`config.mk`:
```
export PLATFORM = sky130hd
export DESIGN_NAME = triangle_scan_ctrl_flat
export DESIGN_NICKNAME = d
export VERILOG_FILES = /design/src/rtl/triangle_scan_ctrl_if.sv /design/src/rtl/triangle_scan_ctrl.sv /design/src/flat_wrapper.sv
export SDC_FILE = /design/constraint.sdc
export NUM_CORES = 1
export LEC_CHECK = 0
export CAP_MARGIN = 20
export CORE_ASPECT_RATIO = 1.4
export CORE_UTILIZATION = 58
export DETAILED_ROUTE_END_ITERATION = 10
export PLACE_DENSITY = 0.8
export SYNTH_ARGS = -nofsm -noshare
export SYNTH_HDL_FRONTEND = slang
export SYNTH_SLANG_ARGS = --single-unit
```
`constraint.sdc`:
```
create_clock -name clock -period 10.2 [get_ports clock]
set_input_delay 1.53 -clock clock [delete_from_list [all_inputs] [get_ports clock]]
set_output_delay 1.53 -clock clock [all_outputs]
set_load 0.01 [all_outputs]
```
`src/rtl/triangle_scan_ctrl_if.sv`:
```
// Query-point and scan-result handshake bundle for triangle_scan_ctrl.
// Master drives the point and accepts the result; slave is the scanner.
interface triangle_scan_ctrl_if #(
  parameter int TRI_AW = 2
);
  logic                    in_valid;
  logic                    in_ready;
  logic signed [10:0]      in_x;
  logic signed [10:0]      in_y;
  logic                    out_valid;
  logic                    out_ready;
  logic                    out_hit;
  logic [TRI_AW-1:0]       out_idx;

  modport master (
    output in_valid,
    output in_x,
    output in_y,
    output out_ready,
    input  in_ready,
    input  out_valid,
    input  out_hit,
    input  out_idx
  );

  modport slave (
    input  in_valid,
    input  in_x,
    input  in_y,
    input  out_ready,
    output in_ready,
    output out_valid,
    output out_hit,
    output out_idx
  );
endinterface

```
`src/rtl/triangle_scan_ctrl.sv`:
```
// Point-in-triangle scanner over a slot bank, sharing one edge evaluator.
// Reports the lowest-index hit or a miss on a valid/ready result port.
module triangle_scan_ctrl #(
  parameter int TRI_AW = 2
) (
  input  logic               clock,
  input  logic               reset_n,
  input  logic               cfg_we,
  input  logic [TRI_AW-1:0]  cfg_addr,
  input  logic [1:0]         cfg_vtx,
  input  logic signed [10:0] cfg_x,
  input  logic signed [10:0] cfg_y,
  triangle_scan_ctrl_if.slave bus,
  output logic               busy
);

  localparam int NTRI = 2 ** TRI_AW;

  typedef enum logic [1:0] {
    IDLE,
    EVAL,
    DONE
  } state_t;

  state_t state_q;
  state_t state_d;

  logic signed [10:0] vx_q [NTRI][3];
  logic signed [10:0] vy_q [NTRI][3];
  logic [NTRI-1:0]    tri_valid_q;

  logic signed [10:0] px_q;
  logic signed [10:0] py_q;
  logic [TRI_AW-1:0]  slot_q;
  logic [1:0]         eidx_q;
  logic [1:0]         sgn_q;
  logic               hit_q;
  logic [TRI_AW-1:0]  idx_q;

  logic               cfg_take;
  logic               accept;
  logic               step;
  logic               adv;
  logic               done_hit;
  logic               done_miss;

  // Edge datapath: a = v[eidx], b = v[eidx+1 mod 3]
  logic [1:0]         nidx;
  logic signed [10:0] ax;
  logic signed [10:0] ay;
  logic signed [10:0] bx;
  logic signed [10:0] by;
  logic signed [11:0] dpx;
  logic signed [11:0] dpy;
  logic signed [11:0] dax;
  logic signed [11:0] day;
  logic signed [23:0] p0;
  logic signed [23:0] p1;
  logic signed [24:0] s;
  logic               e_neg;
  logic               slot_ok;
  logic               last;
  logic               tri_hit;

  assign nidx = (eidx_q == 2'd2) ? 2'd0 : eidx_q + 2'd1;
  assign ax   = vx_q[slot_q][eidx_q];
  assign ay   = vy_q[slot_q][eidx_q];
  assign bx   = vx_q[slot_q][nidx];
  assign by   = vy_q[slot_q][nidx];

  assign dpx  = {px_q[10], px_q} - {bx[10], bx};
  assign dpy  = {py_q[10], py_q} - {by[10], by};
  assign dax  = {ax[10], ax} - {bx[10], bx};
  assign day  = {ay[10], ay} - {by[10], by};
  assign p0   = dpx * day;
  assign p1   = dax * dpy;
  assign s    = {p0[23], p0} - {p1[23], p1};
  assign e_neg = (s < 25'sd0);

  assign slot_ok = tri_valid_q[slot_q];
  assign last    = (slot_q == TRI_AW'(NTRI - 1));
  assign tri_hit = (sgn_q[0] == sgn_q[1]) && (sgn_q[1] == e_neg);

  assign cfg_take = (state_q == IDLE) && cfg_we && (cfg_vtx != 2'd3);
  assign accept   = (state_q == IDLE) && bus.in_valid;

  always_ff @(posedge clock or negedge reset_n) begin
    if (!reset_n) begin
      state_q <= IDLE;
    end else begin
      state_q <= state_d;
    end
  end

  always_comb begin
    state_d   = state_q;
    step      = 1'b0;
    adv       = 1'b0;
    done_hit  = 1'b0;
    done_miss = 1'b0;
    unique case (state_q)
      IDLE: begin
        if (bus.in_valid) state_d = EVAL;
      end
      EVAL: begin
        // Invalid slots cost one cycle; valid ones decide on E2.
        if (!slot_ok || eidx_q == 2'd2) begin
          if (slot_ok && tri_hit) begin
            state_d  = DONE;
            done_hit = 1'b1;
          end else if (last) begin
            state_d   = DONE;
            done_miss = 1'b1;
          end else begin
            adv = 1'b1;
          end
        end else begin
          step = 1'b1;
        end
      end
      DONE: begin
        if (bus.out_ready) state_d = IDLE;
      end
      default: state_d = IDLE;
    endcase
  end

  always_ff @(posedge clock or negedge reset_n) begin
    if (!reset_n) begin
      for (int i = 0; i < NTRI; i++) begin
        for (int j = 0; j < 3; j++) begin
          vx_q[i][j] <= '0;
          vy_q[i][j] <= '0;
        end
      end
      tri_valid_q <= '0;
      px_q        <= '0;
      py_q        <= '0;
      slot_q      <= '0;
      eidx_q      <= '0;
      sgn_q       <= '0;
      hit_q       <= 1'b0;
      idx_q       <= '0;
    end else begin
      if (cfg_take) begin
        vx_q[cfg_addr][cfg_vtx] <= cfg_x;
        vy_q[cfg_addr][cfg_vtx] <= cfg_y;
        if (cfg_vtx == 2'd0) tri_valid_q[cfg_addr] <= 1'b0;
        if (cfg_vtx == 2'd2) tri_valid_q[cfg_addr] <= 1'b1;
      end
      if (accept) begin
        px_q   <= bus.in_x;
        py_q   <= bus.in_y;
        slot_q <= '0;
        eidx_q <= '0;
      end
      if (step) begin
        sgn_q[eidx_q[0]] <= e_neg;
        eidx_q           <= eidx_q + 2'd1;
      end
      if (adv) begin
        slot_q <= slot_q + 1'b1;
        eidx_q <= '0;
      end
      if (done_hit) begin
        hit_q <= 1'b1;
        idx_q <= slot_q;
      end
      if (done_miss) begin
        hit_q <= 1'b0;
        idx_q <= '0;
      end
    end
  end

  assign bus.in_ready  = (state_q == IDLE);
  assign bus.out_valid = (state_q == DONE);
  assign bus.out_hit   = hit_q;
  assign bus.out_idx   = idx_q;
  assign busy          = (state_q != IDLE);

endmodule

```
`src/flat_wrapper.sv`:
```
// flat-port wrapper written by rule: the top's interface ports become plain ports
module triangle_scan_ctrl_flat 
#(
  parameter int TRI_AW = 2
)
  (clock, reset_n, cfg_we, cfg_addr, cfg_vtx, cfg_x, cfg_y, busy, bus_in_valid, bus_in_x, bus_in_y, bus_out_ready, bus_in_ready, bus_out_valid, bus_out_hit, bus_out_idx);
  triangle_scan_ctrl_if #(.TRI_AW(TRI_AW)) bus_i ();
  input  logic clock;
  input  logic reset_n;
  input  logic cfg_we;
  input  logic [TRI_AW-1:0] cfg_addr;
  input  logic [1:0] cfg_vtx;
  input  logic signed [10:0] cfg_x;
  input  logic signed [10:0] cfg_y;
  output logic busy;
  input wire logic [$bits(bus_i.in_valid)-1:0] bus_in_valid;
  input wire logic [$bits(bus_i.in_x)-1:0] bus_in_x;
  input wire logic [$bits(bus_i.in_y)-1:0] bus_in_y;
  input wire logic [$bits(bus_i.out_ready)-1:0] bus_out_ready;
  output wire logic [$bits(bus_i.in_ready)-1:0] bus_in_ready;
  output wire logic [$bits(bus_i.out_valid)-1:0] bus_out_valid;
  output wire logic [$bits(bus_i.out_hit)-1:0] bus_out_hit;
  output wire logic [$bits(bus_i.out_idx)-1:0] bus_out_idx;
  assign bus_i.in_valid = bus_in_valid;
  assign bus_i.in_x = bus_in_x;
  assign bus_i.in_y = bus_in_y;
  assign bus_i.out_ready = bus_out_ready;
  assign bus_in_ready = bus_i.in_ready;
  assign bus_out_valid = bus_i.out_valid;
  assign bus_out_hit = bus_i.out_hit;
  assign bus_out_idx = bus_i.out_idx;
  triangle_scan_ctrl #(.TRI_AW(TRI_AW)) u_core (.clock(clock), .reset_n(reset_n), .cfg_we(cfg_we), .cfg_addr(cfg_addr), .cfg_vtx(cfg_vtx), .cfg_x(cfg_x), .cfg_y(cfg_y), .bus(bus_i), .busy(busy));
endmodule
```
==> metrics.json, run 1 <==
{
  "logic_synthesis": {
    "synth-adder-area-share_pct": 31.67,
    "syn-cell-area_sq_um": 26830,
    "synth_xor_xnor_area_share_pct": 1.916,
    "synth_ff_type": "dfrtp_1",
    "yosys_warnings": 0,
    "post_synth.cell_area_avg_sq_um": 11.04,
    "complex_gate_fraction_of_the_synthesized_area_pct": 3.772,
    "postSynth.asyncResetShare_pct": 100.0,
    "largest_family_of_logic_cells_by_synthesized_area": "adder cells",
    "synth_seq_area_share_pct": 28.07,
    "synth_largest_type_area_fraction_pct": 28.07,
    "synth_enable_flop_cells": 0,
    "postSynthRegisterBits": 301,
    "post_synth_main_area_contributors": "dfrtp_1 (28%), fa_1 (25%), mux2_2 (11%)",
    "yosys.cell_types.count": 61,
    "synth_simple_gate_area_share_pct": 8.943,
    "synthMuxAreaShare_pct": 18.75,
    "synth_top_cell_by_area": "dfrtp_1",
    "synthesis.nets": 2963,
    "synthesis.instances": 2430
  },
  "placed_design": {
    "placement.io_buffers": 58,
    "dpl.hpwl_microns": 55930,
    "pre_cts_setup_slack_ps": -154.8,
    "placed_cells": 3106,
    "gp_congestion": 0.9986
  },
  "global_route": {
    "initial_antenna_violation_count": 0,
    "global_routing_met2_resource_utilization_pct": 56.62,
    "met1_usage_pct": 36.15,
    "groute.usage.overall_pct": 32.31,
    "grt_busiest_layer": "met2",
    "maximum_number_of_pins_on_one_net_before_global_route_repair": 178,
    "global_route_wire_length_before_repair_microns": 114400,
    "gr-usage-met3_pct": 3.295,
    "first_global_vias": 20990,
    "grt.overflow.total": 0
  },
  "route": {
    "wl_per_cell_microns": 22.92,
    "drt-initial-drc-count": 1282,
    "vias": 18720,
    "drc": 0,
    "detail-route-antenna-nets": 0,
    "detailedRoute.firstPassIterationCount": 7,
    "drt-total-wl_microns": 72410,
    "avg_vias_per_cell": 5.927
  },
  "setup_path": {
    "cpMaxStageDelayCell": "mux4_2",
    "number_of_stages_on_the_worst_setup_path": 38,
    "crit_type": "reg -> reg",
    "critPathLaunchType": "flop",
    "critical_path.endpoint_type": "flop",
    "crit_family": "adder cells",
    "required_ps": 10650,
    "worst_ep_arrival_time_ps": 10390,
    "critical_path_fanout_max": 12,
    "critical_path.max_stage_delay_ps": 550,
    "cp.buffers_inverters": 9,
    "crit_path_frequent_cell": "fa_1",
    "depth_of_the_worst_register_to_register_path": 38
  },
  "finish": {
    "nNetsFinal": 3063,
    "areaGrowthSynthToFinish_pct": 11.39,
    "final.fill_count": 3456,
    "layout_common_cells": "inv_1 (378), fa_1 (329), dfrtp_1 (298)",
    "final-instance-count-excl-fill": 3159,
    "layout_commonest_cell": "inv_1",
    "n_antenna_cell": 0,
    "layout-drive-gt1-share_pct": 22.14
  },
  "cts": {
    "insertion_delay_ps": 540,
    "clock_tree.root_cell": "clkbuf_16",
    "cts_made_buffers": 24,
    "tritoncts_num_sinks": 301,
    "cts.path.max_buffers": 3,
    "tritoncts": "yes",
    "clkTransAtPathRegs_ps": 70,
    "cts_max_level": 1,
    "ctsHoldBuffers": 0
  },
  "die": {
    "design.die.area_sq_um": 47140,
    "die_width_microns": 183.8,
    "core.rowCount": 92,
    "design.core.area_sq_um": 45350,
    "top_level_ports": 59,
    "die_h_microns": 256.5,
    "initial_utilization_pct": 59.16
  },
  "sta": {
    "fin_setup_tns_ps": 0,
    "final.min_clock_period_ps": 9934,
    "finalSetupViolations": 0,
    "max_slew.worst_pin.slew_ps": 1172,
    "final.setup.worst_slack_ps": 265.7,
    "final.setup_skew_ps": 15.97,
    "timing.final.max_slew_violations": 0,
    "worst_slew_margin_rel_pct": 21.33,
    "achievable_frequency_mhz": 100.7,
    "finalCritPeriodShare_pct": 97.40,
    "hold_violations": 0
  },
  "status": {
    "result_of_the_run": "completed"
  },
  "min_path": {
    "hold_path.class": "reg -> reg",
    "hold_path_depth": 2
  },
  "job": {
    "maxCapViolations": 0
  }
}
[per-layer routing]
layer  vias to the layer above  part of all wire (%)
met5                         -                     0
met4                         0                   8.7
met3                       322                   5.1
met2                       748                    52
met1                      9649                    34
li1                       8005                     -
[state kept, by name, summed over array words and instances (netlist names), named ones only]
| signal | count |
|---|---|
| u_core.eidx_q | 2 |
| u_core.vx_q | 132 |
| u_core.py_q | 11 |
| u_core.sgn_q | 2 |
| u_core.bus.out_idx | 2 |
| u_core.px_q | 11 |
| u_core.vy_q | 132 |
| u_core.tri_valid_q | 1 |
| u_core.state_q | 2 |
| u_core.bus.out_hit | 1 |
| u_core.slot_q | 2 |
[through the flow]
step	utilization [%]	hold slack, ps	instance area [sq um]
floorplan	-	440.9	26840
global placement	63.45	458.5	28780
detailed placement	63.45	469.7	28780
CTS	65.39	484.4	29660
global route	65.90	509.0	29890
finish	65.90	486.5	29890
[synthesized netlist by cell type, drive strengths merged (2+ instances only)]
cell type    n
a211oi       3
a21boi       7
a21o        16
a21oi       56
a22oi        2
a31oi        6
and2        22
and3         7
buf         20
clkbuf      90
dfrtp      301
fa         332
ha         148
inv        380
mux2       269
mux2i       49
mux4        67
nand2      219
nand2b      29
nand3       13
nand3b       2
nand4        4
nor2       194
nor2b       28
nor3         8
nor4b        2
o211a        2
o211ai       3
o21a         2
o21ai       56
o21bai       4
o311ai       2
or2         10
or3          4
or4          2
xnor2       40
xor2        17
[worst min-delay path, delay by kind of cell (launching register included)]
kind	cells	cell delay [ps]
AND/OR/NAND/NOR	2	100
flip-flops	1	350
[kinds of logic (layout without fill, tap and decap cells)]
family	after synthesis	count (layout)
compound gates	168	168
xor+xnor	57	57
fa+ha+maj	480	480
buf+inv	490	608
flops	301	301
mux	385	385
simple gates	549	549
[cell type report]
| cell class | count | area [sq um] | area share, % |
|---|---|---|---|
| well taps | 611 | 764.5 | 2.558 |
| clock inverters | 10 | 133.9 | 0.4479 |
| inverters | 380 | 1426 | 4.772 |
| flip-flops and latches | 301 | 7541 | 25.23 |
| clock buffers | 34 | 719.4 | 2.407 |
| multi-input cells | 1639 | 17650 | 59.04 |
| repair buffers | 184 | 1657 | 5.542 |
[final timing paths]
kind                       slack [ps]          endpoint        startpoint
max                               270  u_core.slot_q[1]  u_core.slot_q[0]
min                               490   u_core.px_q[10]   u_core.px_q[10]
max reg2reg                       270  u_core.slot_q[1]  u_core.slot_q[0]
min reg2reg                       490   u_core.px_q[10]   u_core.px_q[10]
max in group asynchronous        7490  u_core.slot_q[0]           reset_n
min in group asynchronous        1080   u_core.vy_q[49]           reset_n
[timing repair]
action / 4_1_cts / 5_1_grt
buffers inserted: 0 / 8
hold endpoints to repair: 0 / 0
setup endpoints to repair: 8 / 11
pin swaps: 0 / 12
resized for setup: 7 / 50
cloned: 0 / 1
Power of run 1 is not shown: default switching activity piles up to over one toggle a cycle in this logic, so the estimate is an artifact.
==> run 2, diff against run 1 <==
CTS_CLUSTER_SIZE = 28   (was default)
==> results of run 2 <==
No change in the layout: final DEF, timing and power equal those of run 1.
Power of run 2 is left out for the same reason.
==> run 3, diff against run 2 <==
CORE_UTILIZATION = 60   (was 58)
PLACE_DENSITY = 0.79   (was 0.8)
clock period = 11.35 ns   (was 10.2 ns; I/O delays follow)
==> run 3 against run 2 <==
Flip-flop and latch count stayed put. Utilization is 0.38 points higher. First-iteration DRC count is 8.5% lower. Final area is 2.3% lower. Hold slack worse by 2.6 ps. Via count is 2.0% lower. Maximum frequency is 9.0% lower. Non-clock buffer count is 51 lower. Cell count is 3.3% lower. Die area is 3.3% lower. Routed wire length is 3.3% lower. Critical path depth stayed put.
==> metrics.json, run 3 (synthesis gave the netlist of run 1 again) <==
{
  "die": {
    "design.die.area": {"value": 45580, "unit": "sq um", "change": "-3.3%"},
    "die_h": {"value": 252.2, "unit": "microns", "change": "-1.7%"},
    "design.core.area": {"value": 44060, "unit": "sq um", "change": "-2.8%"},
    "initial_utilization": {"value": 60.90, "unit": "%", "change": "+1.7 points"},
    "die_width": {"value": 180.7, "unit": "microns", "change": "-1.7%"},
    "top_level_ports": {"value": 59, "change": "unchanged"},
    "core.rowCount": {"value": 91, "change": "-1.1%"}
  },
  "finish": {
    "n_antenna_cell": {"value": 0, "change": "unchanged"},
    "areaGrowthSynthToFinish_pct": 8.846,
    "nNetsFinal": {"value": 3013, "change": "-1.6%"},
    "final_area": {"value": 29210, "unit": "sq um", "change": "-2.3%"},
    "layout_commonest_cell": "inv_1",
    "layout-drive-gt1-share": {"value": 19.63, "unit": "%", "change": "-2.5 points"},
    "layout_common_cells": "inv_1 (379), fa_1 (331), dfrtp_1 (299)",
    "reg.largest.list": "u_core.vx_q x132, u_core.vy_q x132"
  },
  "setup_path": {
    "critical_path.reg2reg.startpoint": "u_core.slot_q[0]",
    "crit_type": "reg -> reg",
    "worst_ep_arrival_time": {"value": 11360, "unit": "ps", "change": "+970 ps"},
    "depth_of_the_worst_register_to_register_path": {"value": 38, "change": "unchanged"},
    "cpMaxStageDelayCell": "dfrtp_4",
    "critPathLaunchType": "flop",
    "critical_path.endpoint_type": "flop",
    "required": {"value": 11800, "unit": "ps", "change": "+1150 ps"},
    "critical_path_fanout_max": {"value": 13, "change": "+1"},
    "crit_path_frequent_cell": "fa_1",
    "critical_path.max_stage_delay": {"value": 620, "unit": "ps", "change": "+70 ps"},
    "regToRegEndpoint": "u_core.slot_q[0]",
    "worst-r2r-setup-slack": {"value": 430, "unit": "ps", "change": "+170 ps"}
  },
  "placed_design": {
    "gp_congestion": {"value": 1.034, "change": "+3.5%"},
    "placement.io_buffers": {"value": 58, "change": "unchanged"},
    "post_dp_cell_area": {"value": 28300, "unit": "sq um", "change": "-1.7%"},
    "dpl.hpwl": {"value": 54570, "unit": "microns", "change": "-2.4%"}
  },
  "min_path": {
    "hold_path.class": "reg -> reg",
    "hold_path_depth": {"value": 2, "change": "unchanged"}
  },
  "job": {
    "maxCapViolations": {"value": 0, "change": "unchanged"}
  },
  "sta": {
    "final.setup_skew": {"value": 23.52, "unit": "ps", "change": "+7.556 ps"},
    "finalCritPeriodShare": {"value": 96.19, "unit": "%", "change": "-1.2 points"},
    "max_slew.worst_pin.slew": {"value": 1146, "unit": "ps", "change": "-25.71 ps"},
    "rsz0062_at_grt": "false",
    "timing.hold.ws": {"value": 483.8, "unit": "ps", "change": "-2.633 ps"},
    "hold_violations": {"value": 0, "change": "unchanged"},
    "final.min_clock_period": {"value": 10920, "unit": "ps", "change": "+983.7 ps"},
    "fin_setup_tns": {"value": 0, "unit": "ps", "change": "unchanged"},
    "worst_slew_margin_rel": {"value": 23.61, "unit": "%", "change": "+2.3 points"},
    "finalSetupViolations": {"value": 0, "change": "unchanged"},
    "timing.final.max_slew_violations": {"value": 0, "change": "unchanged"},
    "achievable_frequency": {"value": 91.59, "unit": "MHz", "change": "-9.0%"}
  },
  "global_route": {
    "first_global_vias": {"value": 20300, "change": "-3.3%"},
    "initial_antenna_violation_count": {"value": 0, "change": "unchanged"},
    "grt.overflow.total": {"value": 0, "change": "unchanged"},
    "maximum_number_of_pins_on_one_net_before_global_route_repair": {"value": 173, "change": "-2.8%"},
    "groute.usage.overall": {"value": 32.04, "unit": "%", "change": "-0.27 points"},
    "global_route_wire_length_before_repair": {"value": 110600, "unit": "microns", "change": "-3.4%"}
  },
  "route": {
    "avg_vias_per_cell": {"value": 6.006, "change": "+1.3%"},
    "wl_per_cell": {"value": 22.92, "unit": "microns", "change": "about the same"},
    "drt-total-wl": {"value": 70000, "unit": "microns", "change": "-3.3%"},
    "vias": {"value": 18340, "change": "-2.0%"},
    "drc": {"value": 0, "change": "unchanged"},
    "detail-route-antenna-nets": {"value": 0, "change": "unchanged"},
    "detailedRoute.firstPassIterationCount": {"value": 7, "change": "unchanged"},
    "drt-initial-drc-count": {"value": 1173, "change": "-8.5%"}
  },
  "cts": {
    "insertion_delay": {"value": 550, "unit": "ps", "change": "about the same"},
    "tritoncts_num_sinks": {"value": 301, "change": "unchanged"},
    "clock_tree.root_cell": "clkbuf_16",
    "ctsHoldBuffers": {"value": 0, "change": "unchanged"},
    "cts_made_buffers": {"value": 25, "change": "+4.2%"},
    "cts_max_level": {"value": 1, "change": "unchanged"},
    "clkTransAtPathRegs": {"value": 70, "unit": "ps", "change": "about the same"},
    "cts.path.max_buffers": {"value": 3, "change": "unchanged"},
    "tritoncts": "yes"
  },
  "status": {
    "result_of_the_run": "completed"
  }
}
-- run 3: cell types whose count changed in the layout (fill, tap and decap cells not counted), sizes merged --
cell and delta:
clkinvlp -1, clkbuf +1, bufinv -1, clkinv -2, inv +2, buf -51
-- run 3: what timing repair did --
action	in CTS	in global routing
buffers inserted	0	1
gates resized for setup	2	9
endpoints found under the setup margin	2	9
pin swaps	0	0
hold endpoints to repair	0	0
-- run 3: how the worst max path moves through the flow --
stage	startpoint	endpoint	slack (ps)	cells past startpoint
global route	u_core.eidx_q[0]	u_core.slot_q[1]	10	38
finish	u_core.slot_q[0]	u_core.slot_q[0]	430	38
CTS	u_core.slot_q[0]	u_core.slot_q[0]	160	36
global placement	u_core.slot_q[0]	u_core.slot_q[0]	240	36
floorplan	u_core.eidx_q[0]	u_core.slot_q[0]	690	41
detailed placement	u_core.slot_q[0]	u_core.slot_q[0]	20	36
-- run 3: layout make-up --
| cell class | count | area, sq um |
|---|---|---|
| flip-flops and latches | 301 | 7540 |
| multi-input cells | 1639 | 17520 |
| inverters | 380 | 1426 |
| clock buffers | 35 | 733.2 |
| clock inverters | 8 | 103.9 |
| well taps | 558 | 698.2 |
| fillers | 3232 | 14860 |
| repair buffers | 133 | 1181 |
-- run 3: worst max-delay path: cells and delay by family, from the launching register on --
| kind | cells | cell delay [ps] |
|---|---|---|
| buffers and inverters | 8 | 1010 |
| xor gates and xnor gates | 1 | 250 |
| adders and majority gates | 9 | 4280 |
| muxes | 5 | 1430 |
| and+or+nand+nor | 5 | 820 |
| AOI/OAI and AO/OA | 10 | 2410 |
| DFF | 1 | 620 |
-- run 3: routing by layer --
metal | up-vias | routed length [microns] | GRT usage [%]
met5 | - | 0 | 0
met1 | 9536 | 24670 | 36.57
met2 | 649 | 37200 | 58.58
met4 | 0 | 4665 | 18.58
met3 | 246 | 3463 | 3.055
li1 | 7910 | - | -
-- run 3: per-stage QoR --
stage	setup slack (ps)	instances	util, %
after CTS	155.3	3053	66.14
final	431.9	3054	66.28
after floorplan	691.4	2430	-
after global routing	14.81	3054	66.28
after detailed placement	20.93	3010	64.22
after global placement	238.0	3009	64.21
Power of run 3 is left out for the same reason.
==> patch 1: new RTL, flow settings as in run 3 <==
Add an input register stage for `cfg_y`, with the module's reset; this delays it by one clock. The other inputs are not delayed to match.
--- a/src/rtl/triangle_scan_ctrl.sv
+++ b/src/rtl/triangle_scan_ctrl.sv
@@ -22,4 +22,14 @@
     DONE
   } state_t;
+
+  logic signed [10:0] cfg_y_q;
+
+  always_ff @(posedge clock or negedge reset_n) begin
+    if (!reset_n) begin
+      cfg_y_q <= '0;
+    end else begin
+      cfg_y_q <= cfg_y;
+    end
+  end
 
   state_t state_q;
@@ -145,5 +155,5 @@
       if (cfg_take) begin
         vx_q[cfg_addr][cfg_vtx] <= cfg_x;
-        vy_q[cfg_addr][cfg_vtx] <= cfg_y;
+        vy_q[cfg_addr][cfg_vtx] <= cfg_y_q;
         if (cfg_vtx == 2'd0) tri_valid_q[cfg_addr] <= 1'b0;
         if (cfg_vtx == 2'd2) tri_valid_q[cfg_addr] <= 1'b1;
Check against the original RTL: same outputs for any inputs over 4 cycles, from zero or initial values and one cycle with reset_n low; that may be too few to reach the edited logic, so the function may still have changed.
==> patch 1 against run 3 <==
  * Routed wire length decreased by 4.2%
  * Cell area increased by 1.2%
  * Area after synthesis increased by 1.1%
  * Sequential share of layout area increased by 0.61 points
  * Sequential cell count increased by 11
  * Setup slack improved by 0.020 ns
  * Critical endpoint is now u_core.slot_q[1]$_DFFE_PN0P_
  * Highest routed layer unchanged
Power is left out: the tool's default activity adds up to more than one toggle a clock period on the data nets, which glitch-free logic cannot reach.
==> patch 1: results (changes against run 3) <==
* Status: complete, no violations (unchanged)
* Per-cell routed wire length at 21.9 microns (was 22.9 microns)
* R2r worst-path depth at 36 (was 38)
* Post-Synth XOR/XNOR Area at 1.86% (was 1.92%)
* Final Skew at 0.0104 ns (was 0.0235 ns)
* Later-pin clock latency in the skew report at 0.55 ns (about the same)
* RR Endpoint: u_core.slot_q[1]$_DFFE_PN0P_ (was u_core.slot_q[0]$_DFFE_PN0P_)
* RePlAce Congestion at 1.01 (was 1.03)
* Synth area leaders: dfrtp_1 29%, fa_1 25%, mux2_2 11% (was dfrtp_1 28%, fa_1 25%, mux2_2 11%)
* Slowest cell on crit path: dfrtp_4 (unchanged)
* Slew @ Worst Pin at 1.21 ns (was 1.15 ns)
* Vias in the first global route at 20400 (was 20300)
* Max Transition Viols Final at 0 (unchanged)
* Via density at 5.92 (was 6.01)
* Drt first-iter violations at 1010 (was 1173)
* Adder-Cell Fraction of Synth Area at 31.3% (was 31.7%)
* Root Buffer: clkbuf_16 (unchanged)
* Compound-Gate Fraction of Synth Area at 3.76% (was 3.77%)
* GRT Util Overall at 30.7% (was 32.0%)
* Hold WS at 0.480 ns (was 0.484 ns)
* Commonest cells in the netlist: 384 x inv_1, 332 x fa_1, 312 x dfrtp_1 (was 379 x inv_1, 332 x fa_1, 301 x dfrtp_1)
* Final net count at 3023 (was 3013)
* Max FO, Critical Path at 15 (was 13)
* Num CTS Buffers at 26 (was 25)
* Mux contribution to synthesized area at 18.6% (was 18.8%)
* Via count at 18200 (was 18300)
* Synth cell types at 62 (was 61)
* Largest net degree at the start of global routing at 198 (was 173)
* Fraction of layout cells with a size suffix above 1 at 19.8% (was 19.6%)
* Setup slack, reg-to-reg at 0.45 ns (was 0.43 ns)
* Post-synthesis sequential area ratio at 28.8% (was 28.1%)
* Initial DRT Pass Iterations at 5 (was 7)
* DP HPWL at 52900 microns (was 54600 microns)
* First-pass GRT wire length at 108000 microns (was 111000 microns)
* Gate Count Post-Synth at 2444 (was 2430)
==> patch 1: cell types whose count changed after synthesis, moves of 4 or more <==
cell / delta
dfrtp_1: +11
nand2b_1: +4
inv_1: +5
nand2_1: -10
a31oi_1: -4
nor2_1: +5
nor3_1: +5
nor2b_1: -4
==> patch 1: metrics by stage <==
| step | setup slack, ns | cell area [sq um] |
|---|---|---|
| 2_1_floorplan | 0.707 | 27100 |
| 3_3_place_gp | 0.0492 | 28500 |
| 3_5_place_dp | -0.0798 | 28500 |
| 4_1_cts | 0.0461 | 29500 |
| 5_1_grt | -0.00519 | 29600 |
| 6_report | 0.452 | 29600 |
==> patch 1: per-layer routing <==
layer | vias up | global-route usage [%] | routed length [microns]
met2 | 584 | 57.5 | 35900
met3 | 208 | 2.74 | 2850
li1 | 7926 | - | -
met4 | 0 | 16.3 | 3790
met1 | 9448 | 34.6 | 24500
met5 | - | 0 | 0
==> patch 1: how the worst max path moves through the flow <==
stage,start,endpoint,cells after the start
final,u_core.slot_q[0]$_DFFE_PN0P_,u_core.slot_q[1]$_DFFE_PN0P_,36
after global routing,u_core.slot_q[0]$_DFFE_PN0P_,u_core.slot_q[0]$_DFFE_PN0P_,37
after CTS,u_core.slot_q[1]$_DFFE_PN0P_,u_core.slot_q[1]$_DFFE_PN0P_,37
after detailed placement,u_core.slot_q[1]$_DFFE_PN0P_,u_core.slot_q[1]$_DFFE_PN0P_,37
after global placement,u_core.slot_q[1]$_DFFE_PN0P_,u_core.slot_q[0]$_DFFE_PN0P_,37
after floorplan,u_core.eidx_q[0]$_DFFE_PN0P_,u_core.slot_q[0]$_DFFE_PN0P_,41
==> patch 1: repair_timing <==
| action | CTS | global route |
|---|---|---|
| endpoints found under the setup margin | 4 | 9 |
| hold buffers | 0 | 0 |
| gates resized for setup | 1 | 19 |
| buffers inserted | 0 | 2 |
==> patch 1: final cells by class <==
| cell class | instances | area (sq um) |
|---|---|---|
| clock inverters | 17 | 229 |
| multi-input cells | 1637 | 17500 |
| repair buffers | 128 | 1130 |
| fillers | 3283 | 14700 |
| well taps | 558 | 698 |
| inverters | 385 | 1450 |
| flip-flops and latches | 312 | 7820 |
| clock buffers | 31 | 711 |
==> patch 1: worst register-to-register path: cells and delay by family (launching register included) <==
kind	cells	cell delay [ns]
XOR/XNOR	1	0.29
multiplexers	4	1.34
flip-flops	1	0.61
AO/OA/AOI/OAI	10	2.81
adder cells (fa/ha/maj)	9	4.10
AND/OR/NAND/NOR	4	0.51
buffers and inverters	8	1.17
==> patch 2: new RTL, flow settings as in run 3 <==
Without the edit above. `TRI_AW` is set to 2 in 3 places; all go to 3.
--- a/src/rtl/triangle_scan_ctrl_if.sv
+++ b/src/rtl/triangle_scan_ctrl_if.sv
@@ -2,5 +2,5 @@
 // Master drives the point and accepts the result; slave is the scanner.
 interface triangle_scan_ctrl_if #(
-  parameter int TRI_AW = 2
+  parameter int TRI_AW = 3
 );
   logic                    in_valid;
--- a/src/rtl/triangle_scan_ctrl.sv
+++ b/src/rtl/triangle_scan_ctrl.sv
@@ -2,5 +2,5 @@
 // Reports the lowest-index hit or a miss on a valid/ready result port.
 module triangle_scan_ctrl #(
-  parameter int TRI_AW = 2
+  parameter int TRI_AW = 3
 ) (
   input  logic               clock,
--- a/src/flat_wrapper.sv
+++ b/src/flat_wrapper.sv
@@ -2,5 +2,5 @@
 module triangle_scan_ctrl_flat 
 #(
-  parameter int TRI_AW = 2
+  parameter int TRI_AW = 3
 )
   (clock, reset_n, cfg_we, cfg_addr, cfg_vtx, cfg_x, cfg_y, busy, bus_in_valid, bus_in_x, bus_in_y, bus_out_ready, bus_in_ready, bus_out_valid, bus_out_hit, bus_out_idx);
Interface: changed (resized bus_out_idx and cfg_addr); port bits go from 59 to 61. No check against the original RTL was run, so the function may have changed too.
==> patch 2 against run 3 <==
  * Sequential share of layout area increased by 7.5 points
  * Synthesized cell count increased by 30%
  * Non-clock buffer count up 28
  * Setup slack better by 0.0047 ns
  * Routed wire length increased by 50%
  * Cell area up 47%
  * Area after synthesis up 46%
  * Critical path depth increased by 1
  * Fmax about the same
  * Sequential cell count rose by 270
  * Highest routed layer is now met5
Power is left out: the tool's default activity adds up to more than one toggle a clock period on the data nets, which glitch-free logic cannot reach.
==> patch 2: results (changes against run 3) <==
* Post-synthesis sequential area ratio at 36.4% (was 28.1%)
* Post-DP Area at 0.0409 sq mm (was 0.0283 sq mm)
* Syn. warnings at 0 (unchanged)
* Drt first-iter violations at 1639 (was 1173)
* Status: complete, no violations (unchanged)
* Commonest cells in the netlist: 571 x dfrtp_1, 548 x mux2_2, 381 x inv_1 (was 379 x inv_1, 332 x fa_1, 301 x dfrtp_1)
* RePlAce Congestion at 1.00 (was 1.03)
* Largest net degree at the start of global routing at 107 (was 173)
* Max FO, Critical Path at 11 (was 13)
* Clock Tree Buf Depth at 3 (unchanged)
* # fillers at 4637 (was 3232)
* Arrival @ worst endpoint at 11.37 ns (was 11.36 ns)
* HP Class: register to register (unchanged)
* Setup Viol. Count Final at 0 (unchanged)
* Per-cell routed wire length at 25.8 microns (was 22.9 microns)
* Setup slack, reg-to-reg at ~0.44 ns
* GRT Util Overall at 32.7% (was 32.0%)
* Largest regs: u_core.vx_q (264), u_core.vy_q (264) (was u_core.vx_q (132), u_core.vy_q (132))
* Initial antenna violation count at 2 (was 0)
* Final Skew at 0.0111 ns (was 0.0235 ns)
* H-Tree Depth at 2 (was 1)
* FF+latch area at 0.0143 sq mm (was 0.00754 sq mm)
* Fraction of layout cells with a size suffix above 1 at 28.2% (was 19.6%)
* Vias in the first global route at 27900 (was 20300)
* First-pass GRT wire length at 162000 microns (was 111000 microns)
* Syn_nets at 3701 (was 2963)
* Grt ovf at 0 (unchanged)
* Worst rel slew slack at 35.3% (was 23.6%)
* Synth cell types at 66 (was 61)
* Synth area leaders: dfrtp_1 36%, fa_1 17%, mux2_2 16% (was dfrtp_1 28%, fa_1 25%, mux2_2 11%)
* I/O Buffers at 60 (was 58)
* Via density at 6.20 (was 6.01)
* DP HPWL at 75900 microns (was 54600 microns)
* Later-pin clock latency in the skew report at 0.58 ns (was 0.55 ns)
* Num CTS Buffers at 49 (was 25)
==> patch 2: changes by cell type after synthesis, sizes merged, moves of 25 or more <==
cell / delta
buf: +49
clkbuf: +25
dfrtp: +270
mux2: +308
mux4: +67
nand2: -43
==> patch 2: final timing paths <==
check                           depth (start not counted)                         start                                end
worst min register to register                          1  u_core.vy_q[153]$_DFFE_PN0P_       u_core.vy_q[153]$_DFFE_PN0P_
max in group asynchronous                               5                       reset_n       u_core.vx_q[162]$_DFFE_PN0P_
worst max-delay path                                   39  u_core.slot_q[0]$_DFFE_PN0P_  u_core.bus.out_idx[0]$_DFFE_PN0P_
min in group asynchronous                               1                       reset_n       u_core.vy_q[171]$_DFFE_PN0P_
worst min-delay path                                    1  u_core.vy_q[153]$_DFFE_PN0P_       u_core.vy_q[153]$_DFFE_PN0P_
worst max register to register                         39  u_core.slot_q[0]$_DFFE_PN0P_  u_core.bus.out_idx[0]$_DFFE_PN0P_
==> patch 2: metrics by stage <==
step	worst slack, ns	cells	hold WS, ns
floorplan	1.15	3167	0.441
global placement	0.423	3972	0.461
detailed placement	0.237	3972	0.471
CTS	0.214	4064	0.485
global route	0.00110	4076	0.506
finish	0.437	4076	0.485
==> patch 2: area by class of cell <==
| cell class | count | share of cell area (%) |
|---|---|---|
| multi-input combinational | 2030 | 53.2 |
| sequential | 571 | 33.4 |
| timing repair buffer | 161 | 3.56 |
| clock buffer | 71 | 3.39 |
| inverter | 382 | 3.34 |
| tap | 840 | 2.45 |
| clock inverter | 21 | 0.695 |
==> patch 2: cell families (layout without fill, tap and decap cells) <==
group	Yosys count	after routing	share of synthesized area [%]
AOI/OAI and AO/OA	205	205	3.47
muxes	761	761	25.6
buffers and inverters	566	635	5.56
xor gates and xnor gates	56	56	1.25
DFF	571	571	36.4
and+or+nand+nor	528	528	6.03
adders and majority gates	480	480	21.7
==> patch 2: layer usage <==
metal / global-route usage [%] / share of wire [%] / wire length [microns]
met1: 39.0 / 36 / 38200
met2: 57.1 / 52 / 54800
met3: 4.08 / 5.3 / 5560
met4: 17.9 / 6.1 / 6410
met5: 0 / 0.012 / 13
==> patch 2: repair_timing <==
item / CTS / global route
gates resized for setup: 0 / 4
buffers inserted: 0 / 8
endpoints found under the setup margin: 0 / 11
